--- src/rtl/cheriot_dv_pkg.sv ---
// Shared DV types for CHERIoT monitors: memory command records and stored request entries.
package cheriot_dv_pkg;

  localparam int unsigned MemMonMaxOutstanding = 2;

  // Completed data-memory transaction as consumed by the scoreboard and capability checkers.
  typedef struct packed {
    logic [7:0]  flag;
    logic        is_cap;
    logic        we;
    logic [3:0]  be;
    logic [29:0] addr32;
    logic [32:0] wdata;
    logic [32:0] rdata;
    logic        err;
  } mem_cmd_t;

  typedef struct packed {
    logic [7:0]  flag;
    logic        is_cap;
    logic        we;
    logic [3:0]  be;
    logic [29:0] addr32;
    logic [32:0] wdata;
  } mem_req_ent_t;

  function automatic mem_cmd_t mem_cmd_from_req(input mem_req_ent_t req,
                                                input logic [32:0] rdata,
                                                input logic        err);
    mem_cmd_t cmd;
    cmd.flag   = req.flag;
    cmd.is_cap = req.is_cap;
    cmd.we     = req.we;
    cmd.be     = req.be;
    cmd.addr32 = req.addr32;
    cmd.wdata  = req.wdata;
    cmd.rdata  = rdata;
    cmd.err    = err;
    return cmd;
  endfunction

endpackage

--- src/rtl/cheriot_dv_sync_fifo.sv ---
// Small synchronous FIFO for DV monitors; head is presented combinationally from storage.
module cheriot_dv_sync_fifo #(
  parameter int unsigned Width = 8,
  parameter int unsigned Depth = 2,
  localparam int unsigned CntW = $clog2(Depth + 1)
) (
  input  logic             clk_i,
  input  logic             rst_ni,
  input  logic             push_i,
  input  logic [Width-1:0] wdata_i,
  input  logic             pop_i,
  output logic [Width-1:0] rdata_o,
  output logic             full_o,
  output logic             empty_o,
  output logic [CntW-1:0]  count_o
);

  localparam int unsigned IdxW = (Depth > 1) ? $clog2(Depth) : 1;

  logic [Width-1:0] mem_q [Depth];
  // Pointers run modulo 2*Depth; the top bit distinguishes full from empty.
  logic [CntW-1:0]  wptr_q, wptr_d;
  logic [CntW-1:0]  rptr_q, rptr_d;
  logic             do_push, do_pop;

  function automatic logic [IdxW-1:0] idx(input logic [CntW-1:0] ptr);
    logic [CntW-1:0] masked;
    masked = ptr & CntW'(Depth - 1);
    return IdxW'(masked);
  endfunction

  always_comb begin
    count_o = wptr_q - rptr_q;
    empty_o = (count_o == '0);
    full_o  = (count_o == CntW'(Depth));
    rdata_o = mem_q[idx(rptr_q)];
  end

  // A pop frees the head slot, so a push while full is accepted if a pop happens alongside.
  always_comb begin
    do_pop  = pop_i & ~empty_o;
    do_push = push_i & (~full_o | do_pop);
    wptr_d  = do_push ? wptr_q + CntW'(1) : wptr_q;
    rptr_d  = do_pop  ? rptr_q + CntW'(1) : rptr_q;
  end

  always_ff @(posedge clk_i or negedge rst_ni) begin
    if (!rst_ni) begin
      wptr_q <= '0;
      rptr_q <= '0;
    end else begin
      wptr_q <= wptr_d;
      rptr_q <= rptr_d;
    end
  end

  always_ff @(posedge clk_i) begin
    if (do_push) begin
      mem_q[idx(wptr_q)] <= wdata_i;
    end
  end

endmodule

--- src/rtl/cheriot_mem_cmd_mon.sv ---
// Passive monitor pairing granted data-memory requests with in-order responses into records.
module cheriot_mem_cmd_mon
  import cheriot_dv_pkg::*;
#(
  parameter int unsigned MaxOutstanding = MemMonMaxOutstanding,
  localparam int unsigned CntW = $clog2(MaxOutstanding + 1)
) (
  input  logic            clk_i,
  input  logic            rst_ni,
  input  logic            data_req_i,
  input  logic            data_gnt_i,
  input  logic            data_we_i,
  input  logic [3:0]      data_be_i,
  input  logic [31:0]     data_addr_i,
  input  logic [32:0]     data_wdata_i,
  input  logic            data_is_cap_i,
  input  logic [7:0]      flag_i,
  input  logic            data_rvalid_i,
  input  logic [32:0]     data_rdata_i,
  input  logic            data_err_i,
  output logic            mem_cmd_valid_o,
  output mem_cmd_t        mem_cmd_o,
  output logic [CntW-1:0] outstanding_o,
  output logic            overflow_o,
  output logic            orphan_rsp_o
);

  localparam int unsigned EntW = $bits(mem_req_ent_t);

  mem_req_ent_t    push_ent, head_ent;
  logic [EntW-1:0] head_raw;
  logic            grant, fifo_full, fifo_empty, rsp_ok;
  logic [CntW-1:0] fifo_count;

  logic     mem_cmd_valid_q, mem_cmd_valid_d;
  mem_cmd_t mem_cmd_q, mem_cmd_d;
  logic     overflow_q, overflow_d;
  logic     orphan_q, orphan_d;

  always_comb begin
    grant           = data_req_i & data_gnt_i;
    push_ent.flag   = flag_i;
    push_ent.is_cap = data_is_cap_i;
    push_ent.we     = data_we_i;
    push_ent.be     = data_be_i;
    push_ent.addr32 = data_addr_i[31:2];
    push_ent.wdata  = data_we_i ? data_wdata_i : 33'h0;
    head_ent        = mem_req_ent_t'(head_raw);
  end

  cheriot_dv_sync_fifo #(
    .Width (EntW),
    .Depth (MaxOutstanding)
  ) u_req_fifo (
    .clk_i   (clk_i),
    .rst_ni  (rst_ni),
    .push_i  (grant),
    .wdata_i (push_ent),
    .pop_i   (data_rvalid_i),
    .rdata_o (head_raw),
    .full_o  (fifo_full),
    .empty_o (fifo_empty),
    .count_o (fifo_count)
  );

  // Full implies non-empty, so a same-cycle rvalid always frees a slot for the grant.
  always_comb begin
    rsp_ok          = data_rvalid_i & ~fifo_empty;
    mem_cmd_valid_d = rsp_ok;
    mem_cmd_d       = mem_cmd_q;
    if (rsp_ok) begin
      mem_cmd_d = mem_cmd_from_req(head_ent, head_ent.we ? 33'h0 : data_rdata_i, data_err_i);
    end
    overflow_d = overflow_q | (grant & fifo_full & ~data_rvalid_i);
    orphan_d   = orphan_q | (data_rvalid_i & fifo_empty);
  end

  always_ff @(posedge clk_i or negedge rst_ni) begin
    if (!rst_ni) begin
      mem_cmd_valid_q <= 1'b0;
      mem_cmd_q       <= '0;
      overflow_q      <= 1'b0;
      orphan_q        <= 1'b0;
    end else begin
      mem_cmd_valid_q <= mem_cmd_valid_d;
      mem_cmd_q       <= mem_cmd_d;
      overflow_q      <= overflow_d;
      orphan_q        <= orphan_d;
    end
  end

  always_comb begin
    mem_cmd_valid_o = mem_cmd_valid_q;
    mem_cmd_o       = mem_cmd_q;
    outstanding_o   = fifo_count;
    overflow_o      = overflow_q;
    orphan_rsp_o    = orphan_q;
  end

endmodule

--- config.mk ---
export PLATFORM = sky130hd
export DESIGN_NAME = cheriot_mem_cmd_mon
export DESIGN_NICKNAME = d
export VERILOG_FILES = /design/src/rtl/cheriot_dv_pkg.sv /design/src/rtl/cheriot_dv_sync_fifo.sv /design/src/rtl/cheriot_mem_cmd_mon.sv
export SDC_FILE = /design/constraint.sdc
export NUM_CORES = 1
export LEC_CHECK = 0
export BUFFER_PORTS_ARGS = -buffer_cell sky130_fd_sc_hd__buf_2
export CAP_MARGIN = 10
export CORE_UTILIZATION = 30
export DETAILED_ROUTE_END_ITERATION = 8
export PLACE_DENSITY = 0.56
export SLEW_MARGIN = 10
export SYNTH_ARGS = -nofsm -noshare
export SYNTH_HDL_FRONTEND = slang
export SYNTH_HIERARCHICAL = 1
export SYNTH_SLANG_ARGS = --single-unit
export TNS_END_PERCENT = 30
--- constraint.sdc ---
create_clock -name clk_i -period 5.36 [get_ports clk_i]
set_input_delay 1.072 -clock clk_i [delete_from_list [all_inputs] [get_ports clk_i]]
set_output_delay 1.072 -clock clk_i [all_outputs]
set_load 0.01 [all_outputs]
==> out/results.ini <==
[cells_and_area]
area_growth_pct=23.5
drive_gt1_share_pct=56.6
fin_cells=1312
final_common_cell=buf_2
nets=945
design_area_sq_um=13400
layout_common_cells=230 x buf_2, 154 x edfxtp_1, 117 x dfrtp_1
post-route-util_pct=37.7

[critical_path]
end_kind=output pin
crit_slowest_cell=dfrtp_4
path_cells=ha_1 -> inv_1 -> buf_2
slowest_delay_ps=770
r2r_end=mem_cmd_o[17]$_DFFE_PN0P_
r2r_slack_ps=2490
cp_max_fo=34
reg2reg_from=u_req_fifo/rptr_q[0]$_DFFE_PN0P_
reg2regPathDepth=4
cp_top_family=flip-flops
cp_num_buf_inv=2
start_kind=flop
critPathKind=reg2out
required_ps=4290
startpoint=u_req_fifo/rptr_q[0]$_DFFE_PN0P_
worstPathArrival_ps=1960

[sta]
clock_skew_ps=6.44
setup-violations-final=0
tightest_slew_ps=886
fin_setup_tns_ps=0
period_share_pct=56.6
fin_crit_ps=3030
finalHoldViolations=0
slew_viol_final=0
rsz0062_at_grt=no
fmax_ghz=0.330
max-slew-margin-rel_pct=40.9

[synthesis]
yosys_warnings=6
seq_area_frac_synth_pct=69.8
synth_fp_nets=699
synth_top_area_share_pct=42.6
ys_ff_latch=272
synth_cell_types=28
yosysTopAreaCell=edfxtp_1
syn_avg_cell_area_sq_um=18.7
syn-cell-area_sq_um=10900
syn_inst=580
ys_top_cells_by_area=edfxtp_1 43%, dfrtp_1 27%, mux2_2 11%, mux2_4 11%, and2_1 2.0%

[route]
drtIter0Drc=167
drt_wl_total_um=22400
antenna_left=0
dr.pass1.iters=5
drcViolationCount=0
wire_per_inst_um=17.1
num_vias=5628
vias_per_cell=4.29

[floorplan]
start_util_pct=30.5
rows=69
dieWidth_um=192
die-area_sq_um=37000
boundaryPins=234
die_y_um=192
coreArea_sq_um=35600

[clock_network]
cts-root-buf=clkbuf_16
htree_num_levels=1
clk_latency_ps=540
cts_buffers=31
clk_pin_slew_ps=60
cts_resized=0
cts_setup_buffers=0
tritoncts=yes
cts_hold_buf=0
cts.path.max_buffers=3
cts_sinks=272

[flow_run]
cap_viol_max_count=0

[placed_design]
place_area_sq_um=12400
port_buffers=231
gp_congestion=0.681
hpwl_um=13300
place_inst=1254

[global_route]
grt_pass1_wl_um=33800
grt_antenna_before_repair=2
grt_pass1_vias=5981
grt_max_degree=70
grtUsageTotal_pct=11.8
globalRouteOverflowTotal=0

[pwr]
ir_drop_mv=0.338
p_leak_nw=5.61
powerDensity_nw_per_um2=583
power_mw=7.82

[worst_hold_path]
hold_path_class=in2async

[run_status]
status=finished, final reports clean

[how the worst max path moves through the flow]
stage / to / slack, ps / cells past startpoint
final: outstanding_o[0] / 2330 / 3
after detailed placement: mem_cmd_o[17]$_DFFE_PN0P_ / 2370 / 4
after CTS: outstanding_o[0] / 2250 / 3
after global routing: outstanding_o[0] / 2190 / 3
after floorplan: u_req_fifo/mem_q[0][0]$_DFFE_PP_ / 310 / 3
after global placement: mem_cmd_o[14]$_DFFE_PN0P_ / 2420 / 4
[state kept, by name, summed over array words and instances, names as in the netlist]
name and cells:
overflow_o 1, orphan_rsp_o 1, u_req_fifo/rptr_q 2, mem_cmd_valid_o 1, mem_cmd_o 111, u_req_fifo/mem_q 154
u_req_fifo/wptr_q 2
[cells by family (layout without fill, tap and decap cells)]
| kind of cell | count (synthesis) | in the layout | share of synthesized area [%] |
|---|---|---|---|
| flip-flops | 272 | 272 | 69.8 |
| multiplexers | 189 | 189 | 22.3 |
| XOR/XNOR | 4 | 4 | 0.392 |
| AND/OR/NAND/NOR | 76 | 76 | 4.32 |
| buffers and inverters | 30 | 300 | 2.60 |
| other | 0 | 1 | 0 |
| AO/OA/AOI/OAI | 8 | 8 | 0.495 |
| adder cells (fa/ha/maj) | 1 | 1 | 0.115 |
[worst register-to-register path: cells and delay by family, from the launching register on]
kind / cells / cell delay [ps]
buf+inv: 1 / 740
flops: 1 / 770
mux: 2 / 1100
simple gates: 1 / 150
[per-layer routing]
metal	global-route usage [%]	share of wire, %	wire, um
met5	0	0.045	10
met4	3.63	2.1	459
met3	3.44	7.6	1690
met2	19.4	46	10400
met1	15.0	44	9860
[Yosys cell counts]
cell	number
ha_1	1
buf_12	9
a31oi_1	1
nor2b_1	33
and2_2	1
a21oi_1	2
o21ai_2	1
nand2_1	2
nor2_1	4
mux2_1	1
nand2b_1	1
a21o_1	1
xnor2_1	2
dfrtp_1	118
a31o_2	1
edfxtp_1	154
a21boi_1	1
mux2_4	79
xor2_1	1
clkbuf_1	5
o21ai_1	1
xnor2_2	1
mux2_2	109
nor2b_4	1
and2_1	34
inv_1	3
buf_4	3
buf_2	10
[power breakdown]
| part | switching [mW] | internal (mW) |
|---|---|---|
| sequential | 0.316 | 2.84 |
| combinational | 1.19 | 1.44 |
| clock | 0.820 | 1.21 |
[stage by stage]
step | setup slack, ps | hold slack, ps
2_1_floorplan | 307 | 487
3_3_place_gp | 2420 | 438
3_5_place_dp | 2370 | 445
4_1_cts | 2250 | 395
5_1_grt | 2190 | 423
6_report | 2330 | 419
[cell type report]
class,instances,area (sq um)
fill,3403,22200
sequential,272,7580
multi-input combinational,278,3020
timing repair buffer,240,1240
clock buffer,43,861
tap,461,577
clock inverter,14,126
inverter,3,11.3
antenna,1,2.50
Note: power is estimated with default switching activity, not from simulation.
